## src/rtl/rgb_led_pwm_ctrl.sv

```systemverilog
// Four RGB LED PWM controller with shadowed duty registers, frame-aligned commit
// and a config write port with unmapped-address error pulse.
module rgb_led_pwm_ctrl #(
   parameter int unsigned PRESCALE_DIV = 390
) (
   input  logic       clk,
   input  logic       rst,
   input  logic       cfg_valid,
   output logic       cfg_ready,
   input  logic [3:0] cfg_addr,
   input  logic [7:0] cfg_wdata,
   output logic       cfg_err,
   output logic [3:0] led_r,
   output logic [3:0] led_g,
   output logic [3:0] led_b,
   output logic       frame_tick
);

   localparam int unsigned PrescW = (PRESCALE_DIV > 1) ? $clog2(PRESCALE_DIV) : 1;
   localparam logic [PrescW-1:0] PrescMax = PrescW'(PRESCALE_DIV - 1);
   localparam int unsigned NumChan = 12;

   localparam logic [3:0] AddrCommit = 4'd12;
   localparam logic [3:0] AddrEnable = 4'd13;

   logic [PrescW-1:0] presc_q, presc_d;
   logic [7:0]        cnt_q, cnt_d;
   logic [7:0]        shadow_q [NumChan];
   logic [7:0]        shadow_d [NumChan];
   logic [7:0]        active_q [NumChan];
   logic [7:0]        active_d [NumChan];
   logic              en_q, en_d;
   logic              pend_q, pend_d;
   logic              err_q, err_d;
   logic              tick_q, tick_d;
   logic [3:0]        led_r_q, led_r_d;
   logic [3:0]        led_g_q, led_g_d;
   logic [3:0]        led_b_q, led_b_d;

   logic step, wrap, accept;

   assign cfg_ready  = !pend_q;
   assign accept     = cfg_valid && cfg_ready;
   assign step       = (presc_q == PrescMax);
   assign wrap       = step && (cnt_q == 8'hFF);

   always_comb begin
      presc_d  = step ? '0 : presc_q + PrescW'(1);
      cnt_d    = step ? cnt_q + 8'd1 : cnt_q;
      shadow_d = shadow_q;
      en_d     = en_q;
      pend_d   = pend_q;
      err_d    = accept && (cfg_addr > AddrEnable);
      tick_d   = wrap;

      // Only a commit pending before this cycle loads at this wrap; a commit
      // accepted now re-arms pend_d and waits for the following wrap.
      active_d = (wrap && pend_q) ? shadow_q : active_q;
      if (wrap) pend_d = 1'b0;

      if (accept) begin
         for (int unsigned i = 0; i < NumChan; i++) begin
            if (cfg_addr == 4'(i)) shadow_d[i] = cfg_wdata;
         end
         if (cfg_addr == AddrCommit) pend_d = 1'b1;
         if (cfg_addr == AddrEnable) en_d = cfg_wdata[0];
      end

      for (int unsigned i = 0; i < 4; i++) begin
         led_r_d[i] = en_q && (active_q[3*i]   > cnt_q);
         led_g_d[i] = en_q && (active_q[3*i+1] > cnt_q);
         led_b_d[i] = en_q && (active_q[3*i+2] > cnt_q);
      end
   end

   always_ff @(posedge clk) begin
      if (rst) begin
         presc_q  <= '0;
         cnt_q    <= '0;
         shadow_q <= '{default: '0};
         active_q <= '{default: '0};
         en_q     <= 1'b0;
         pend_q   <= 1'b0;
         err_q    <= 1'b0;
         tick_q   <= 1'b0;
         led_r_q  <= '0;
         led_g_q  <= '0;
         led_b_q  <= '0;
      end else begin
         presc_q  <= presc_d;
         cnt_q    <= cnt_d;
         shadow_q <= shadow_d;
         active_q <= active_d;
         en_q     <= en_d;
         pend_q   <= pend_d;
         err_q    <= err_d;
         tick_q   <= tick_d;
         led_r_q  <= led_r_d;
         led_g_q  <= led_g_d;
         led_b_q  <= led_b_d;
      end
   end

   assign cfg_err    = err_q;
   assign frame_tick = tick_q;
   assign led_r      = led_r_q;
   assign led_g      = led_g_q;
   assign led_b      = led_b_q;

endmodule
```

## config.mk

```make
export PLATFORM = sky130hd
export DESIGN_NAME = rgb_led_pwm_ctrl
export DESIGN_NICKNAME = d
export VERILOG_FILES = /design/src/rtl/rgb_led_pwm_ctrl.sv
export SDC_FILE = /design/constraint.sdc
export NUM_CORES = 1
export LEC_CHECK = 0
export BUFFER_PORTS_ARGS = -buffer_cell sky130_fd_sc_hd__buf_4
export CORE_ASPECT_RATIO = 0.5
export CORE_UTILIZATION = 55
export DETAILED_ROUTE_END_ITERATION = 10
export GPL_TIMING_DRIVEN = 0
export HOLD_SLACK_MARGIN = 0.08
export PLACE_DENSITY = 0.72
export SKIP_CTS_REPAIR_TIMING = 1
export SYNTH_ARGS = -nofsm -noshare
export SYNTH_HDL_FRONTEND = slang
export SYNTH_SLANG_ARGS = --single-unit
export TNS_END_PERCENT = 50
```

## constraint.sdc

```tcl
create_clock -name clk -period 6.2 [get_ports clk]
set_input_delay 0.31 -clock clk [delete_from_list [all_inputs] [get_ports clk]]
set_output_delay 0.31 -clock clk [all_outputs]
set_load 0.1 [all_outputs]
```

==> flow_metrics.env <==
export IMPL_run_status="finished clean"
export IMPL_finalCriticalPeriod_ns=2.99
export IMPL_worst_setup_sp_type="flop"
export IMPL_clk_latency_ns=0.50
export IMPL_worst_clock_skew_ns=0.0108
export IMPL_placeableCoreArea_sq_mm=0.0187
export IMPL_cell_internal_pwr_mw=2.23
export IMPL_dieHeight_um=100
export IMPL_critical_path_slowest_cell="dfxtp_1"
export IMPL_gate_count_post_synth=1034
export IMPL_fin_worst_hold_slack_ns=0.131
export IMPL_drtIter0Drc=352
export IMPL_dpl_hpwl_um=17300
export IMPL_timing_final_ws_setup_ns=3.21
export IMPL_setup_total_negative_slack_ns=0
export IMPL_library_cell_with_the_largest_summed_area_after_synthesis="dfxtp_1"
export IMPL_number_of_global_route_vias_before_repair=7514
export IMPL_ir_worst_vdd_uv=208
export IMPL_post_synth_cell_area_avg_sq_um=10.3
export IMPL_fmaxAchievable_mhz=334
export IMPL_die_area_sq_mm=0.0199
export IMPL_post_route_cells_drive_above_1_share=0.0731
export IMPL_final_fill_count=1584
export IMPL_insertedDiodeCount=0
export IMPL_slew_violations=0
export IMPL_worstPathArrival_ns=3.42
export IMPL_comb_power_frac=0.037
export IMPL_crit_reg2reg_capture="active_q[82]"
export IMPL_tritoncts_buffer_count=20
export IMPL_timing_hold_worst_path_depth=3
export IMPL_synth_async_sr_flop_share=0
export IMPL_grt_start_max_net_pins=16
export IMPL_final_hold_violation_count=0
export IMPL_row_count=35
export IMPL_detail_route_antenna_nets=0
export IMPL_leakage_nw=4.87
export IMPL_initial_utilization=0.569
export IMPL_grt_pass1_wl_um=41100
export IMPL_synth_seq_area_share=0.424
export IMPL_pwr_share_clk=0.451
export IMPL_grt_setup_unrepaired="no"
export IMPL_placed_cell_area_sq_mm=0.0111
export IMPL_finalSetupViolCount=0
export IMPL_critPathCaptureType="flop"
export IMPL_power_switching_fraction=0.217
export IMPL_switchingPower_uw=617
export IMPL_whs_endpoint="shadow_q[35]"
export IMPL_layout_nets=1197
export IMPL_max_stage_delay_ns=1.03
export IMPL_maximum_fanout_along_the_worst_path=15
export IMPL_synthesis_yosys_warnings=0
export IMPL_detailroute_via_count=7583
export IMPL_total_global_route_track_usage=0.272
export IMPL_post_synth_num_cell_types=38
export IMPL_slew_headroom=0.173
export IMPL_io_pin_count=30
export IMPL_dominantRegCellSynth="dfxtp_1"
export IMPL_p_seq_frac=0.512
export IMPL_ctsHtreeMaxLevel=1
export IMPL_worstMarginPinSlew_ns=1.24
export IMPL_r2r_slack_ns=3.21
export IMPL_drt_vias_per_instance=5.60
export IMPL_die_w_um=198
export IMPL_drt_wirelength_per_cell_um=19.3
export IMPL_critical_path_class="flop to flop"
export IMPL_pwr_density_cell_mw_per_mm2=241
export IMPL_reg2reg_from="cnt_q[0]"
export IMPL_overflow_left_after_global_routing=0
export IMPL_detail_route_drc_violations=0
export IMPL_place_gp_congestion=0.860
export IMPL_max_clock_path_buffers=3
export IMPL_timing_critical_path_cells="ha_1 -> nand2_1 -> or4_1 -> buf_2 -> nor2_4 -> buf_6 -> buf_8 -> mux2i_1"
export IMPL_cells_taking_the_most_area_after_synthesis="dfxtp_1, mux2i_1, ha_1"
export IMPL_min_path_type="input port to flop"
export IMPL_final_area_sq_mm=0.0118
export IMPL_yosys_area_top_type_share=0.424
export IMPL_portBuffers=27
export IMPL_post_route_period_util=0.482
export IMPL_maxCapViolations=0
export IMPL_ff2ff_path_depth=8
export IMPL_required_ns=6.63
export IMPL_synth_enable_flop_cells=0
export IMPL_clkSlewWorstSetupHoldPaths_ns=0.07
export IMPL_cts_root_buffer_cell="clkbuf_16"
export IMPL_synth_seq_cells=225
export IMPL_mappedNetlistArea_sq_mm=0.0106
export IMPL_totalWireLength_um=26100
export IMPL_pre_cts_slack_ns=3.32
export IMPL_synth_fp_nets=1148
export IMPL_area_delta_synth_final_pct=11.2
export IMPL_tritoncts="yes"
export IMPL_drt_pass1_iterations=4
export IMPL_clkSinkCount=225
export IMPL_timing_hold_worst_start="cfg_wdata[3]"
export IMPL_number_of_antenna_violations_at_the_first_check_in_global_routing=0
==> layout by cell type, fill, tap and decap left out, drive strengths merged <==
cell,count
buf,41
xor2,3
and4bb,2
clkinv,4
o211ai,12
nor2b,14
nand2,26
o21ba,1
inv,22
and3,3
bufinv,2
clkbuf,65
nor4bb,2
o21ai,13
nor4b,2
nand3,8
xnor2,7
mux2,2
and2,1
nand4,28
nor2,44
or4,1
or3,14
o31ai,13
mux2i,181
dfxtp,225
nor3,2
o21a,13
nor4,2
nor3b,2
ha,99
a21oi,51
nand2b,190
==> per-layer routing <==
| layer | GRT usage | vias to the layer above | share of wire |
|---|---|---|---|
| met5 | 0 | - | 0 |
| met4 | 0.0811 | 0 | 0.026 |
| met3 | 0.0474 | 50 | 0.059 |
| met2 | 0.433 | 185 | 0.43 |
| met1 | 0.378 | 3642 | 0.48 |
| li1 | - | 3706 | - |
==> how the worst max path moves through the flow <==
| stage | from | end | cells past startpoint |
|---|---|---|---|
| floorplan | pend_q | active_q[59] | 7 |
| global placement | cnt_q[0] | active_q[48] | 8 |
| detailed placement | cnt_q[0] | active_q[83] | 8 |
| CTS | cnt_q[0] | active_q[90] | 8 |
| global route | cnt_q[0] | active_q[82] | 8 |
| finish | cnt_q[0] | active_q[82] | 8 |
==> flip-flops by register name, summed over array words and instances, names as in the netlist <==
| register | cells |
|---|---|
| active_q | 96 |
| cfg_err | 1 |
| cnt_q | 8 |
| en_q | 1 |
| frame_tick | 1 |
| led_b | 4 |
| led_g | 4 |
| led_r | 4 |
| pend_q | 1 |
| presc_q | 9 |
| shadow_q | 96 |
==> logic make-up after synthesis <==
group           synth area share
mux                        0.173
fa+ha+maj                  0.117
buf+inv                   0.0322
compound gates            0.0580
simple gates               0.188
flops                      0.424
xor+xnor                 0.00825
==> critical path, delay by kind of cell, from the launching register on <==
family | cells | cell delay (ns)
fa+ha+maj | 1 | 0.37
buf+inv | 3 | 0.60
flops | 1 | 1.03
mux | 1 | 0.20
simple gates | 3 | 0.70
==> through the flow <==
step | utilization | std cells | total power, mW
after global placement | 0.597 | 1320 | 1.60
final | 0.633 | 1354 | 2.85
after CTS | 0.633 | 1354 | 2.86
after global routing | 0.633 | 1354 | 2.93
after floorplan | - | 1034 | 1.55
after detailed placement | 0.597 | 1320 | 1.60
==> cells in the mapped netlist (14+ instances only) <==
library cell  instances
ha_1                 99
nand4_1              28
a21oi_1              51
nand2b_1            190
mux2i_1             181
dfxtp_1             225
or3_1                14
clkbuf_1             37
nor2_1               43
nand2_1              23
nor2b_1              14
inv_1                22
==> final cells by class <==
cell class              count  area (sq um)  area share
repair buffers             27           203      0.0172
multi-input cells         736          5770       0.489
plain buffers              51           259      0.0219
well taps                 259           324      0.0275
clock inverters             6          80.1     0.00678
flip-flops and latches    225          4500       0.382
inverters                  22          82.6     0.00700
clock buffers              28           582      0.0493
==> power by group through the flow <==
stage	registers, mW	logic, mW	clock network (mW)
after detailed placement	1.49	0.106	0
after CTS	1.46	0.106	1.30
final	1.46	0.107	1.28
after floorplan	1.49	0.0630	0
after global placement	1.49	0.104	0
after global routing	1.46	0.113	1.35
No activity file was read; power rests on OpenSTA's default activity.
